--- src/rtl/io_port_ctrl_pkg.sv ---
// Shared constants for the io_port_ctrl peripheral: port address map and
// default debounce sizing.
package io_port_pkg;

  localparam logic [7:0] PORT_LED        = 8'h00;
  localparam logic [7:0] PORT_SEG_LO     = 8'h01;
  localparam logic [7:0] PORT_SEG_HI     = 8'h02;
  localparam logic [7:0] PORT_IRQ_MASK_W = 8'h03;

  localparam logic [7:0] PORT_SW         = 8'h00;
  localparam logic [7:0] PORT_BTN_LVL    = 8'h01;
  localparam logic [7:0] PORT_BTN_EVT    = 8'h02;
  localparam logic [7:0] PORT_LED_RB     = 8'h03;
  localparam logic [7:0] PORT_IRQ_MASK_R = 8'h04;

  localparam int unsigned DEFAULT_DEBOUNCE = 250000;
  localparam int unsigned DEFAULT_CNT_W    = 18;

endpackage

--- src/rtl/io_port_ctrl_btn_debounce.sv ---
// One push-button: 2-flop synchroniser, stability counter, and a pulse that
// is high in the cycle whose clock edge raises the debounced level.
module btn_debounce
  import io_port_pkg::*;
#(
  parameter int unsigned DEBOUNCE_CYCLES = DEFAULT_DEBOUNCE,
  parameter int unsigned CNT_W           = DEFAULT_CNT_W
) (
  input  logic clk,
  input  logic reset,
  input  logic i_btn,
  output logic o_level,
  output logic o_rise
);

  logic             r_sync1;
  logic             r_sync2;
  logic             r_level;
  logic [CNT_W-1:0] r_cnt;
  logic             w_done;

  assign w_done  = (r_sync2 != r_level) && (r_cnt == CNT_W'(DEBOUNCE_CYCLES - 1));
  assign o_level = r_level;
  // Asserted one cycle early so the event flag sets on the same edge as the level.
  assign o_rise  = w_done && !r_level;

  always_ff @(posedge clk) begin
    if (reset) begin
      r_sync1 <= 1'b0;
      r_sync2 <= 1'b0;
      r_level <= 1'b0;
      r_cnt   <= '0;
    end else begin
      r_sync1 <= i_btn;
      r_sync2 <= r_sync1;
      if (r_sync2 == r_level) begin
        r_cnt <= '0;
      end else if (w_done) begin
        r_level <= ~r_level;
        r_cnt   <= '0;
      end else begin
        r_cnt <= r_cnt + CNT_W'(1);
      end
    end
  end

endmodule

--- src/rtl/io_port_ctrl.sv ---
// Memory-mapped LED / 7-seg / switch / button peripheral for the 8-bit core.
// Define IO_PORT_CTRL_IRQ_EN to add the irq_mask register and registered irq.
module io_port_ctrl
  import io_port_pkg::*;
#(
  parameter int unsigned NUM_BTN         = 4,
  parameter int unsigned DEBOUNCE_CYCLES = DEFAULT_DEBOUNCE,
  parameter int unsigned CNT_W           = DEFAULT_CNT_W
) (
  input  logic               clk,
  input  logic               reset,
  input  logic [7:0]         port_id,
  input  logic [7:0]         out_data,
  input  logic               write_strobe,
  input  logic               read_strobe,
  output logic [7:0]         in_data,
  input  logic [7:0]         sw,
  input  logic [NUM_BTN-1:0] btn,
  output logic [7:0]         led,
  output logic [15:0]        seg_data,
  output logic               irq
);

  logic [7:0]         r_led;
  logic [15:0]        r_seg;
  logic [7:0]         r_sw_meta;
  logic [7:0]         r_sw_sync;
  logic [NUM_BTN-1:0] r_flags;
  logic [NUM_BTN-1:0] w_lvl;
  logic [NUM_BTN-1:0] w_rise;
  logic               w_evt_clr;
  logic [7:0]         w_lvl8;
  logic [7:0]         w_flags8;
  logic [7:0]         w_mask_rd;

  assign led      = r_led;
  assign seg_data = r_seg;

  genvar g;
  generate
    for (g = 0; g < NUM_BTN; g++) begin : g_btn
      btn_debounce #(
        .DEBOUNCE_CYCLES(DEBOUNCE_CYCLES),
        .CNT_W          (CNT_W)
      ) u_btn (
        .clk    (clk),
        .reset  (reset),
        .i_btn  (btn[g]),
        .o_level(w_lvl[g]),
        .o_rise (w_rise[g])
      );
    end
  endgenerate

  assign w_evt_clr = read_strobe && (port_id == PORT_BTN_EVT);

  always_ff @(posedge clk) begin
    if (reset) begin
      r_sw_meta <= '0;
      r_sw_sync <= '0;
      r_flags   <= '0;
    end else begin
      r_sw_meta <= sw;
      r_sw_sync <= r_sw_meta;
      // Set after clear: a rise coinciding with the read stays pending.
      r_flags   <= (r_flags & ~{NUM_BTN{w_evt_clr}}) | w_rise;
    end
  end

`ifdef IO_PORT_CTRL_IRQ_EN
  logic [7:0] r_mask;
  logic       r_irq;

  always_ff @(posedge clk) begin
    if (reset) begin
      r_mask <= '0;
      r_irq  <= 1'b0;
    end else begin
      if (write_strobe && (port_id == PORT_IRQ_MASK_W)) r_mask <= out_data;
      r_irq <= |(r_flags & r_mask[NUM_BTN-1:0]);
    end
  end

  assign irq       = r_irq;
  assign w_mask_rd = r_mask;
`else
  assign irq       = 1'b0;
  assign w_mask_rd = '0;
`endif

  always_ff @(posedge clk) begin
    if (reset) begin
      r_led <= '0;
      r_seg <= '0;
    end else if (write_strobe) begin
      case (port_id)
        PORT_LED:    r_led       <= out_data;
        PORT_SEG_LO: r_seg[7:0]  <= out_data;
        PORT_SEG_HI: r_seg[15:8] <= out_data;
        default:     ;
      endcase
    end
  end

  always_comb begin
    w_lvl8                = '0;
    w_flags8              = '0;
    w_lvl8[NUM_BTN-1:0]   = w_lvl;
    w_flags8[NUM_BTN-1:0] = r_flags;
    case (port_id)
      PORT_SW:         in_data = r_sw_sync;
      PORT_BTN_LVL:    in_data = w_lvl8;
      PORT_BTN_EVT:    in_data = w_flags8;
      PORT_LED_RB:     in_data = r_led;
      PORT_IRQ_MASK_R: in_data = w_mask_rd;
      default:         in_data = '0;
    endcase
  end

endmodule

--- config.mk ---
export PLATFORM = sky130hd
export DESIGN_NAME = io_port_ctrl
export DESIGN_NICKNAME = d
export VERILOG_FILES = /design/src/rtl/io_port_ctrl_pkg.sv /design/src/rtl/io_port_ctrl_btn_debounce.sv /design/src/rtl/io_port_ctrl.sv
export SDC_FILE = /design/constraint.sdc
export NUM_CORES = 1
export LEC_CHECK = 0
export CAP_MARGIN = 20
export CORE_MARGIN = 10
export CORE_UTILIZATION = 41
export CTS_CLUSTER_SIZE = 16
export DETAILED_ROUTE_END_ITERATION = 6
export GPL_ROUTABILITY_DRIVEN = 0
export PLACE_DENSITY_LB_ADDON = 0.08
export SYNTH_ARGS = -nofsm -noshare
export SYNTH_HDL_FRONTEND = slang
export SYNTH_SLANG_ARGS = --single-unit
--- constraint.sdc ---
create_clock -name clk -period 2.3 [get_ports clk]
set_input_delay 0.575 -clock clk [delete_from_list [all_inputs] [get_ports clk]]
set_output_delay 0.575 -clock clk [all_outputs]
set_load 0.01 [all_outputs]
# Word level (Yosys, flattened, before mapping)
# Index checks and enable logic that the tools add are counted.
[totals]
wordCells = 78
input_bits = 32
latch_bits = 0
rom_bits = 0
regBits = 128
memories = 0
mem_bits_rw = 0
[classes]
magnitude_cmp = 0
bitwise_logic = 11
add_sub_neg = 4
multipliers = 0
mux = 1
div_mod_pow = 0
n_eq_ne = 15
shifts = 0
n_reduce_logical = 25
[op_table]
columns = ["op", "count"]
rows = [
  ["$add 18x1->18 const B", 4],
  ["$eq 18x18->1 const B", 4],
  ["$pmux 8 s4", 1],
  ["$eq 8x2->1 const B", 2],
  ["$reduce_and 2->1", 7],
  ["$reduce_or 3->1", 4],
  ["$logic_and 1x1->1", 9],
  ["$eq 8x1->1 const B", 1],
  ["$logic_not 8->1", 1],
  ["$not 1->1", 8],
  ["$and 4x4->4", 1],
  ["$eq 1x1->1", 4],
  ["$logic_not 1->1", 4],
  ["$ne 1x1->1", 4],
  ["$not 4->4", 1],
  ["$or 4x4->4", 1],
]

# Longest topological paths before layout
# Gate-level depths: netlist of the first run.
[depth]
depth_word = 5
depth_mapped = 8
mapped_depth_nobuf = 5

# Hierarchy
# From an unflattened synthesis of the first run, not the netlist that was laid out.
[hier_totals]
hier_cells = 595
area_unflattened_um2 = 5669.2
[by_module_without_submodules]
columns = ["module", "n_inst", "seq_area_each_um2", "cells_per_inst", "area_per_inst_um2"]
rows = [
  ["btn_debounce", 4, 420.4, 105, 963.4],
  ["io_port_ctrl", 1, 880.8, 175, 1815.5],
]

# Worst setup path before layout of the first run
# Ideal clock, no wire load.
[synth_path]
kind = "input to output"
from = "input port_id[1]"
to = "output in_data[0]"
cell_stages = 3
path_slack_ns = 0.052
required_time_ns = 1.725
arrival_time_ns = 1.673
cell_sequence = "clkbuf_1 > mux4_2 > and3_1"
[synth_between]
elab_chain_len = 2
[synth_lines]
columns = ["element", "line", "source"]
rows = [
  ["start: declaration", "io_port_ctrl.sv:12", "input logic [7:0] port_id,"],
  ["$eq 8x2->1 (tied with other cells)", "io_port_ctrl.sv:110", "case (port_id)"],
  ["$pmux 8 s4 (*)", "io_port_ctrl.sv:110", ""],
  ["end: declaration", "io_port_ctrl.sv:16", "output logic [7:0] in_data,"],
]
# Every way passes the cells marked *; elsewhere a longest branch is shown, timed or not.

# Worst setup path in the final report of the first run
[layout_path]
from = "input port_id[1]"
to = "output in_data[1]"
# The elaborated chain is that of the path after synthesis.

==> impl_metrics.ini, run 1 <==
[run_status]
status = finished clean

[drt]
drtAntennaViolNets = 0
wl_per_cell_microns = 14.00
firstDrtPassIters = 5
drc = 0
first_iter_violations = 279
vias = 4279
wirelength_microns = 12000
drt-vias-per-instance = 4.993

[power_and_ir_drop]
p_seq_share_pct = 45.8
ir_worst_vdd_uv = 513.1
swShare_pct = 21.84
p_sw_w = 0.001072
power_frac_comb_pct = 3.2
power_leakage_nw = 2.424
p_int_w = 0.003837
p_per_area_nw_per_um2 = 708.6
p_clk_share_pct = 50.9

[cells_and_area]
layout-drive-gt1-share_pct = 13.14
final_cell_mix = dfxtp_1 (128), nor2_1 (106), clkdlybuf4s50_1 (48), xnor2_1 (45), nand3_1 (32)
layout_commonest_cell = dfxtp_1
nNetsFinal = 708
area_growth_pct = 29.92
final_cells = 857
fin_area_sq_um = 6928
fill_cells = 1186
fin_util_pct = 54.68
n_antenna_cell = 0

[worst_hold_path]
hp-class = flip-flop to flip-flop

[timing]
fmax_mhz = 441.5
maxSlewViolCount = 0
finalCriticalPeriod_ns = 2.265
finClkSkew_ns = 0.008919
finalSetupTns_ns = 0
setup-violations-final = 0
final.setup.worst_slack_ns = 0.03519
relSlewSlack_pct = 60.26
finalCritPeriodShare_pct = 98.47
worst_slew_pin_slew_ns = 0.5878
hold_viol_final = 0

[die]
core-area_sq_um = 12670
fp-row-count = 41
die_x_microns = 134.0
pin_count = 65
initial_core_util_pct = 42.09
chipHeight_microns = 134.0
die_area_sq_um = 17970

[grt]
grtUsageTotal_pct = 13.59
grt_pass1_vias = 4161
grt_max_degree = 36
grt_pass1_wl_microns = 20090
grt-ovfl-total = 0
antenna_found_initial = 0

[placement]
post-place-ws_ns = -0.7195
dp.cells = 823
placed_cell_area_sq_um = 6329
hpwl_microns = 8645
io_buffers = 63

[clock_network]
postCtsHoldBufs = 0
htree_levels = 4
cts-root-buf = clkbuf_16
clk_latency_ns = 0.41
cts_buffer_depth = 2
clk_pin_slew_ns = 0.05
numCtsBuffers = 17
cts_sinks = 128
cts_tree = yes

[synth]
ys.flop_type = dfxtp_1
ys_async_sr_fraction_pct = 0
synth_edf_count = 0
synthTopCellsByArea = dfxtp_1 (48%), nor2_1 (7.5%), xnor2_1 (7.4%)
synth_cell_types = 45
ys_warn_count = 0
ys_seq_area_share_pct = 48.05
ys_seq_elements = 128
synth_top_area_share_pct = 48.05
yosys.area.top_type = dfxtp_1
synth_cells = 581
avgSynthCellArea_sq_um = 9.178
synth_nets = 617
synth_area_sq_um = 5333

[critical_path]
endpoint_kind = output port
path_cells = clkdlybuf4s15_2, buf_6, mux4_2, and3_4, buf_6
crit_top_cell = buf_6
start_kind = input pin
slowest_delay_ns = 0.50
r2r-end = g_btn[1].u_btn.o_level$_SDFFE_PP0P_
reg2reg_from = g_btn[1].u_btn.r_cnt[0]$_SDFF_PP0_
cp_slowest_cell = mux4_2
arrival_ns = 1.69
crit_end = in_data[1]
crit_start = port_id[1]
required_ns = 1.73
worstSetupPathType = input pin to output port
rr_worst_depth = 5
r2r_slack_ns = 0.24
path_max_fanout = 5

[job]
max_cap_violations = 0
stage by stage:
| stage | hold WS [ns] | total power (W) |
|---|---|---|
| final | 0.4372 | 0.004909 |
| after global routing | 0.4633 | 0.005092 |
| after CTS | 0.4423 | 0.004971 |
| after detailed placement | 0.4258 | 0.002454 |
| after global placement | 0.4200 | 0.002452 |
| after floorplan | 0.4108 | 0.002359 |
layer usage:
layer	routed length (microns)	vias to the layer above	track usage, %
li1	-	2207	-
met2	5468	91	20.73
met3	548	13	4.742
met4	131	0	4.534
met1	5853	1968	17.48
met5	0	-	0
worst min path at each step:
stage / slack [ns] / cells after the start / from / endpoint
2_1_floorplan: 0.41 / 2 / r_flags[2]$_SDFF_PP0_ / r_flags[2]$_SDFF_PP0_
3_3_place_gp: 0.42 / 1 / r_sw_meta[4]$_SDFF_PP0_ / r_sw_sync[4]$_SDFF_PP0_
3_5_place_dp: 0.43 / 1 / r_sw_meta[0]$_SDFF_PP0_ / r_sw_sync[0]$_SDFF_PP0_
4_1_cts: 0.44 / 1 / g_btn[1].u_btn.r_sync1$_SDFF_PP0_ / g_btn[1].u_btn.r_sync2$_SDFF_PP0_
5_1_grt: 0.46 / 1 / r_sw_meta[3]$_SDFF_PP0_ / r_sw_sync[3]$_SDFF_PP0_
6_report: 0.44 / 1 / g_btn[1].u_btn.r_sync1$_SDFF_PP0_ / g_btn[1].u_btn.r_sync2$_SDFF_PP0_
registers in the layout (all words and copies together), names as in the netlist:
| name | flops |
|---|---|
| r_sw_sync | 8 |
| led | 8 |
| r_sw_meta | 8 |
| g_btn.u_btn.r_sync2 | 4 |
| g_btn.u_btn.r_sync1 | 4 |
| g_btn.u_btn.r_cnt | 72 |
| g_btn.u_btn.o_level | 4 |
| seg_data | 16 |
| r_flags | 4 |
cells in the mapped netlist, types with 4 or more instances:
library cell    n
dfxtp_1       128
nor2_1        107
xnor2_1        45
nand3_1        32
nand4_1        26
nor2b_1        26
mux2i_1        25
nand2_1        24
nor3_1         19
nor4_1         17
xor2_1         16
a21oi_1        14
clkbuf_1       14
inv_1          13
or3_1           9
o21ai_0         8
and3_1          6
or4_1           6
ha_1            4
mux4_2          4
power by group through the flow:
stage	clock (W)	combinational [W]	sequential [W]
3_5_place_dp	0	0.000157	0.00230
2_1_floorplan	0	0.0000647	0.00229
4_1_cts	0.00256	0.000160	0.00225
3_3_place_gp	0	0.000154	0.00230
6_report	0.00250	0.000158	0.00225
5_1_grt	0.00267	0.000174	0.00225
layout make-up:
cell class	count	area (sq um)	share of cell area, %
repair buffers	92	874.6	12.62
multi-input cells	420	2670	38.54
clock buffers	19	442.9	6.393
flip-flops and latches	128	2562	36.99
well taps	172	215.2	3.106
inverters	13	48.80	0.7044
clock inverters	13	113.9	1.643
logic make-up (layout without fill, tap and decap cells):
group	after synthesis	after routing	synth area share (%)
compound gates	32	32	3.731
xor+xnor	61	61	10.02
fa+ha+maj	4	4	0.9386
buf+inv	33	137	2.745
flops	128	128	48.05
mux	29	29	6.382
other cells	1	1	0.07032
simple gates	293	293	28.06
critical path: cells and delay by family:
family | cells | cell delay [ns]
buffers and inverters | 3 | 0.42
and+or+nand+nor | 1 | 0.19
muxes | 1 | 0.50
repair_timing:
action	4_1_cts	5_1_grt
setup buffers	2	0
pin swaps	2	3
endpoints found under the hold margin	0	0
endpoints found under the setup margin	8	4
gates resized for setup	50	7
(Power assumes the default switching activity.)
==> run 2, diff against run 1 <==
Settings changed: TNS_END_PERCENT from default to 100.
Clock period 2.3 ns to 2.45 ns, I/O delays scaled along.
==> run 2 against run 1 <==
Sequential cell count stayed put; power is 6.0% lower; cell count is 0.70% lower; critical path depth stayed put; critical endpoint is now in_data[0]; highest routed layer unchanged.
==> impl_metrics.ini, run 2 (synthesized netlist as in run 1, its figures left out) <==
[critical_path]
reg2reg_from = g_btn[1].u_btn.r_cnt[0]$_SDFF_PP0_
path_max_fanout = 5
arrival_ns = 1.78
cp_slowest_cell = mux4_2
worstSetupPathType = input pin to output port
start_kind = input pin
r2r_slack_ns = 0.28
required_ns = 1.84
r2r-end = g_btn[1].u_btn.o_level$_SDFFE_PP0P_
slowest_delay_ns = 0.50
rr_worst_depth = 5
path_cells = clkdlybuf4s15_1, buf_6, mux4_2, and3_4, buf_4
endpoint_kind = output port

[job]
max_cap_violations = 0

[power_and_ir_drop]
power_leakage_nw = 2.411
p_int_w = 0.003628
p_sw_w = 0.0009855
swShare_pct = 21.36
p_seq_share_pct = 45.8
power_frac_comb_pct = 3.2
ir_worst_vdd_uv = 394.0
p_per_area_nw_per_um2 = 675.6
p_clk_share_pct = 51.0

[cells_and_area]
final_cell_mix = dfxtp_1 (128), nor2_1 (106), clkdlybuf4s50_1 (49), xnor2_1 (45), nand3_1 (32)
fin_util_pct = 53.89
nNetsFinal = 702
layout-drive-gt1-share_pct = 11.63
regMostFlops = g_btn.u_btn.r_cnt
final_cells = 851
seq_area_sq_um = 2562
n_antenna_cell = 0
fin_area_sq_um = 6828
fill_cells = 1190
area_growth_pct = 28.04
largest_register_ffs = 72
layout_commonest_cell = dfxtp_1
multi_input_area_sq_um = 2648

[die]
fp-row-count = 41
initial_core_util_pct = 42.09
chipHeight_microns = 134.0
core-area_sq_um = 12670
die_x_microns = 134.0
die_area_sq_um = 17970
pin_count = 65

[grt]
grt_pass1_wl_microns = 20220
grt-ovfl-total = 0
grtUsageTotal_pct = 13.67
antenna_found_initial = 0
grt_pass1_vias = 4135
grt_max_degree = 36

[worst_hold_path]
whs_endpoint = g_btn[1].u_btn.r_sync2$_SDFF_PP0_
worstHoldPathCells = 1
hp-class = flip-flop to flip-flop
min_from = g_btn[1].u_btn.r_sync1$_SDFF_PP0_

[drt]
wl_met1_microns = 5882
drtAntennaViolNets = 0
wl_per_cell_microns = 14.10
wirelength_microns = 12000
firstDrtPassIters = 4
drt-vias-per-instance = 5.059
wl_met3_microns = 458
top_layer_used = met4
vias = 4305
first_iter_violations = 189
drc = 0
wl_met2_microns = 5540

[timing]
rsz0062_at_grt = no
worst_slew_pin_slew_ns = 0.5759
setup-violations-final = 0
timing.hold.ws_ns = 0.4385
maxSlewViolCount = 0
finalCriticalPeriod_ns = 2.396
fmax_mhz = 417.4
hold_viol_final = 0
finalSetupTns_ns = 0
finClkSkew_ns = 0.005333
relSlewSlack_pct = 61.07
finalCritPeriodShare_pct = 97.78

[clock_network]
clk_latency_ns = 0.41
cts-root-buf = clkbuf_16
htree_levels = 4
clk_pin_slew_ns = 0.06
numCtsBuffers = 17
cts_sinks = 128
cts_buffer_depth = 2
cts_tree = yes

[placement]
placed_cell_area_sq_um = 6251
hpwl_microns = 8682
dp.cells = 816
io_buffers = 63

[run_status]
status = finished clean
## run 2: changes by cell type in the layout (fill, tap and decap cells not counted), sizes merged
cell           before  now
clkdlybuf4s50      48   49
clkinvlp            5    3
buf                38   32
clkinv              6    8
dlygate4sd2         4    3
clkdlybuf4s15       2    1
dlymetal6s2s        0    1
## run 2: per-layer routing
layer	up-vias	GRT usage [%]
li1	2198	-
met1	2023	17.40
met2	76	21.39
met3	8	4.108
met4	0	4.958
met5	-	0
## run 2: how the worst max path moves through the flow
| stage | start | to | depth (start not counted) |
|---|---|---|---|
| detailed placement | port_id[1] | in_data[0] | 5 |
| finish | port_id[1] | in_data[0] | 5 |
| floorplan | port_id[1] | in_data[0] | 3 |
| CTS | port_id[7] | in_data[7] | 5 |
| global placement | port_id[1] | in_data[0] | 5 |
| global route | port_id[1] | in_data[2] | 5 |
## run 2: area by class of cell
type	count	share of cell area (%)
clock inverters	13	1.649
clock buffers	19	6.634
flip-flops and latches	128	37.53
inverters	13	0.7147
multi-input cells	420	38.78
well taps	172	3.152
repair buffers	86	11.54
## run 2: repair_timing
| item | 4_1_cts | 5_1_grt |
|---|---|---|
| pin swaps | 2 | 2 |
| hold buffers | 0 | 0 |
| hold endpoints to repair | 0 | 0 |
| gates resized for setup | 39 | 6 |
| buffers inserted | 2 | 1 |
| endpoints found under the setup margin | 8 | 6 |
## run 2: worst max-delay path: cells and delay by family
family                 cells  cell delay [ns]
AND/OR/NAND/NOR            1             0.19
multiplexers               1             0.50
buffers and inverters      3             0.47
## run 2: stage by stage
stage / setup slack (ns) / total power, W
CTS: -0.05668 / 0.004685
global route: 0.008490 / 0.004798
detailed placement: -0.6519 / 0.002301
finish: 0.05441 / 0.004613
global placement: -0.6225 / 0.002299
floorplan: 0.1272 / 0.002215
## run 2: power by group through the flow
stage	clock network, W	logic, W	registers (W)
detailed placement	0	0.000144	0.00216
floorplan	0	0.0000607	0.00215
finish	0.00235	0.000147	0.00211
global placement	0	0.000142	0.00216
CTS	0.00243	0.000148	0.00211
global route	0.00253	0.000159	0.00211
